**src/rtl/cmp_scan_driver.sv**
```systemverilog
// Scan sequencer for an inverting 8-bit equality comparator: steps a probe byte from base to limit and reports the first match.
// Optional self-check against the expected A operand is enabled by defining CMP_SCAN_SELFCHECK_EN.
module cmp_scan_driver #(
   parameter int unsigned SETTLE = 2
) (
   input  logic       clk,
   input  logic       rst,
   input  logic       start,
   input  logic [7:0] base,
   input  logic [7:0] limit,
   output logic [7:0] probe,
   output logic       cmp_en_n,
   input  logic       cmp_neq,
   input  logic [7:0] target,
   output logic       busy,
   output logic       done,
   output logic       found,
   output logic [7:0] match_idx,
   output logic       mismatch_err
);

   typedef enum logic [1:0] {
      S_IDLE   = 2'd0,
      S_SETTLE = 2'd1,
      S_DONE   = 2'd2
   } state_t;

   // Counter runs SETTLE-1 down to 0; zero marks the sample cycle.
   localparam logic [3:0] CNT_LOAD = 4'(SETTLE - 1);

   state_t     state, state_nxt;
   logic [7:0] probe_nxt;
   logic [7:0] lim, lim_nxt;
   logic [3:0] cnt, cnt_nxt;
   logic       found_nxt;
   logic [7:0] idx_nxt;
   logic       sample;

   assign sample = (state == S_SETTLE) && (cnt == 4'd0);

`ifdef CMP_SCAN_SELFCHECK_EN
   logic err_q, err_nxt;
`endif

   // NOTE: every signal written here gets a default first, otherwise the unassigned paths infer latches.
   always_comb begin
      state_nxt = state;
      probe_nxt = probe;
      lim_nxt   = lim;
      cnt_nxt   = cnt;
      found_nxt = found;
      idx_nxt   = match_idx;
`ifdef CMP_SCAN_SELFCHECK_EN
      err_nxt   = err_q;
`endif
      case (state)
         S_IDLE: begin
            if (start) begin
               lim_nxt   = limit;
               probe_nxt = base;
               found_nxt = 1'b0;
               idx_nxt   = 8'h00;
`ifdef CMP_SCAN_SELFCHECK_EN
               err_nxt   = 1'b0;
`endif
               cnt_nxt   = CNT_LOAD;
               state_nxt = S_SETTLE;
            end
         end
         S_SETTLE: begin
            if (sample) begin
`ifdef CMP_SCAN_SELFCHECK_EN
               if ((probe != target) != cmp_neq) err_nxt = 1'b1;
`endif
               if (!cmp_neq) begin
                  found_nxt = 1'b1;
                  idx_nxt   = probe;
                  state_nxt = S_DONE;
               end else if (probe == lim) begin
                  found_nxt = 1'b0;
                  state_nxt = S_DONE;
               end else begin
                  probe_nxt = probe + 8'd1;
                  cnt_nxt   = CNT_LOAD;
               end
            end else begin
               cnt_nxt = cnt - 4'd1;
            end
         end
         S_DONE:  state_nxt = S_IDLE;
         default: state_nxt = S_IDLE;
      endcase
   end

   // NOTE: sequential state uses non-blocking assignments so all registers update from pre-edge values.
   always_ff @(posedge clk) begin
      if (rst) state <= S_IDLE;
      else     state <= state_nxt;
   end

   always_ff @(posedge clk) begin
      if (rst) begin
         probe     <= 8'h00;
         lim       <= 8'h00;
         cnt       <= 4'd0;
         found     <= 1'b0;
         match_idx <= 8'h00;
      end else begin
         probe     <= probe_nxt;
         lim       <= lim_nxt;
         cnt       <= cnt_nxt;
         found     <= found_nxt;
         match_idx <= idx_nxt;
      end
   end

`ifdef CMP_SCAN_SELFCHECK_EN
   always_ff @(posedge clk) begin
      if (rst) err_q <= 1'b0;
      else     err_q <= err_nxt;
   end
   assign mismatch_err = err_q;
`else
   logic unused_target;
   assign unused_target = ^target;
   assign mismatch_err  = 1'b0;
`endif

   assign busy     = (state == S_SETTLE);
   assign cmp_en_n = (state != S_SETTLE);
   assign done     = (state == S_DONE);

endmodule

```
**config.mk**
```make
export PLATFORM = sky130hd
export DESIGN_NAME = cmp_scan_driver
export DESIGN_NICKNAME = d
export VERILOG_FILES = /design/src/rtl/cmp_scan_driver.sv
export SDC_FILE = /design/constraint.sdc
export NUM_CORES = 1
export LEC_CHECK = 0
export ABC_AREA = 1
export BUFFER_PORTS_ARGS = -buffer_cell sky130_fd_sc_hd__buf_2
export CAP_MARGIN = 20
export CORE_ASPECT_RATIO = 1.2
export CORE_MARGIN = 8
export CORE_UTILIZATION = 51
export DETAILED_ROUTE_END_ITERATION = 12
export PLACE_DENSITY = 0.78
export SYNTH_ARGS = -nofsm -noshare
export SYNTH_HDL_FRONTEND = slang
export SYNTH_SLANG_ARGS = --single-unit
```
**constraint.sdc**
```tcl
create_clock -name clk -period 1.5 [get_ports clk]
set_input_delay 0.15 -clock clk [delete_from_list [all_inputs] [get_ports clk]]
set_output_delay 0.15 -clock clk [all_outputs]
set_load 0.05 [all_outputs]
```
==> reports/metrics.csv <==
metric,value,unit
p_sw,0.00103,W
hpwl,2940,um
p_leak,1.01,nW
antenna_found_initial,0,
final_area,2100,um2
grt_pass1_vias,1600,
vias_per_cell,4.93,
area_delta_synth_final,28.2,%
synthCells,239,
clockBufferDepth,2,
cp_top_family,simple AND/OR/NAND/NOR gates,
drive_above_1_share,33.3,%
grt_usage,15.9,%
grt_pass1_wl,6670,um
rows,22,
placed_cells,319,
antenna_left,0,
crit_path_start_kind,register,
power_frac_comb,39.9,%
fin_util,68.7,%
vdd_drop_max,834,uV
critPathMostFrequentCell,nand2_4,
min_path_type,in2reg,
clock_skew,0.00813,ns
yosysWarnings,0,
required,1.78,ns
fmax,691,MHz
die_w,67.7,um
rsz0062_at_grt,yes,
seq_power_share,41.0,%
cts_tree,built,
post_drt_wl_per_cell,12.3,um
setup_viol,0,
grt_max_degree,21,
placed_area,1950,um2
fin_nets,324,
crit_chain,"inv_2, ha_4, nand3_4, nand2_4, inv_2, nor3_4, nand2_4, inv_6, nand2_4, a21oi_2",
min-delay-start,limit[7],
syn-cell-area,1640,um2
max_stage_delay,0.34,ns
coreArea,3060,um2
swShare,41.6,%
cp-startpoint,cnt[1]$_SDFFE_PP0P_,
crit_path_end_kind,register,
vias,1627,
cts_sinks,31,
yosysTopAreaCellShare,37.9,%
async_reset_ff_share,0,%
clk_pin_slew_worst_paths,0.10,ns
arrival,1.72,ns
drt_iter0_markers,70,
slew_violations,0,
setup_tns,0,ns
synth_top_flop_cell,dfxtp_1,
ys_types,28,
p_int,0.00145,W
yosys-top-cells-area,"dfxtp_1 38%, nand2_1 12%, nor2_1 9.2%",
dieArea,5290,um2
synth_seq_area_share,37.9,%
antenna_cells,0,
pin_count,49,
yosysMostFrequentCell,nand2_1,
finish.cell_count_without_fillers,330,
holdBufCountCts,0,
power_frac_clock,19.1,%
start_util,53.6,%
critical_path_class,reg2reg,
outcome,completed,
grt_overflow_total,0,
final-hold-violation-count,0,
fin_ws,0.0537,ns
cp_num_buf_inv,3,
dpl_worst_slack,0.0403,ns
cts_root_buf,clkbuf_4,
min_period_over_period,96.4,%
drv_cap,0,
io_buffers,39,
synth-edff-count,0,
drt_first_pass_iters,4,
reg2reg_from,cnt[1]$_SDFFE_PP0P_,
clk_latency,0.33,ns
drc,0,
synth_fp_nets,270,
power_density,1180,nW/um2
ys_seq_elements,31,
finalWeightedCongestion,0.822,
critPathMaxFanout,8,
h-tree-depth,2,
die_h,78.1,um
synth_commonest_cells,"52 x nand2_1, 40 x nor2_1, 31 x dfxtp_1",
synth_top_area_cell,dfxtp_1,
cts_buffers,5,
slowest_stage,dfxtp_2,
period_needed,1.45,ns
syn_area_per_cell,6.85,um2
wl,4070,um
area by class of cell:
class	count	area, um2
Sequential cell	31	641
Clock inverter	1	5.00
Fill cell	266	957
Clock buffer	7	45.0
Inverter	25	101
Tap cell	36	45.0
Timing Repair Buffer	56	335
Multi-Input combinational cell	174	926
repair_timing:
item,4_1_cts,5_1_grt
resized for setup,3,19
gates cloned,0,0
endpoints found under the setup margin,1,23
setup buffers,0,3
pin swaps,0,6
logic make-up after synthesis:
group | count (synthesis) | share of synthesized area, %
simple gates | 118 | 32.0
compound gates | 44 | 14.5
buf+inv | 34 | 8.72
flops | 31 | 37.9
xor+xnor | 8 | 4.28
fa+ha+maj | 3 | 2.29
other cells | 1 | 0.229
tightest hold or removal path, delay by kind of cell:
family,cells,cell delay [ns]
buffers and inverters,1,0.07
and+or+nand+nor,2,0.11
stage by stage:
stage,hold slack [ns],power (W)
after CTS,0.0244,0.00242
after floorplan,0.219,0.00169
after global routing,0.0364,0.00263
final,0.0281,0.00248
after global placement,0.371,0.00193
after detailed placement,0.376,0.00194
power by group through the flow:
stage | combinational (W) | sequential [W] | clock (W)
2_1_floorplan | 0.000486 | 0.00120 | 0
3_3_place_gp | 0.000896 | 0.00103 | 0
3_5_place_dp | 0.000907 | 0.00103 | 0
4_1_cts | 0.000915 | 0.00101 | 0.000487
5_1_grt | 0.00109 | 0.00103 | 0.000517
6_report | 0.000989 | 0.00102 | 0.000473
registers in the layout, indices dropped and copies added, names as in the netlist:
| name | count |
|---|---|
| cnt | 4 |
| found | 1 |
| lim | 8 |
| match_idx | 8 |
| probe | 8 |
| state | 2 |
placed cells by master (no fill, tap or decap), types with 3 or more instances in the layout:
cell,count
a21oi_1,19
buf_2,37
buf_4,16
clkbuf_4,6
dfxtp_1,21
dfxtp_2,7
dfxtp_4,3
inv_1,16
inv_2,7
nand2_1,52
nand2_4,5
nand3_1,10
nor2_1,39
o21ai_0,22
xnor2_1,6
path summary, 6_finish.rpt:
| path | to | slack [ns] | depth (start not counted) |
|---|---|---|---|
| max reg2reg | probe[5]$_SDFFE_PP0P_ | 0.05 | 10 |
| min | lim[7]$_SDFFE_PP0P_ | 0.03 | 3 |
| max | probe[5]$_SDFFE_PP0P_ | 0.05 | 10 |
| min reg2reg | found$_SDFFE_PP0P_ | 0.47 | 2 |
metal layers:
layer | track usage, % | wire length (um) | vias to the layer above
met3 | 6.11 | 300 | 5
li1 | - | - | 862
met5 | 0 | 0 | -
met2 | 25.7 | 1950 | 41
met1 | 18.5 | 1780 | 719
met4 | 5.03 | 51 | 0
(Power assumes the default switching activity.)
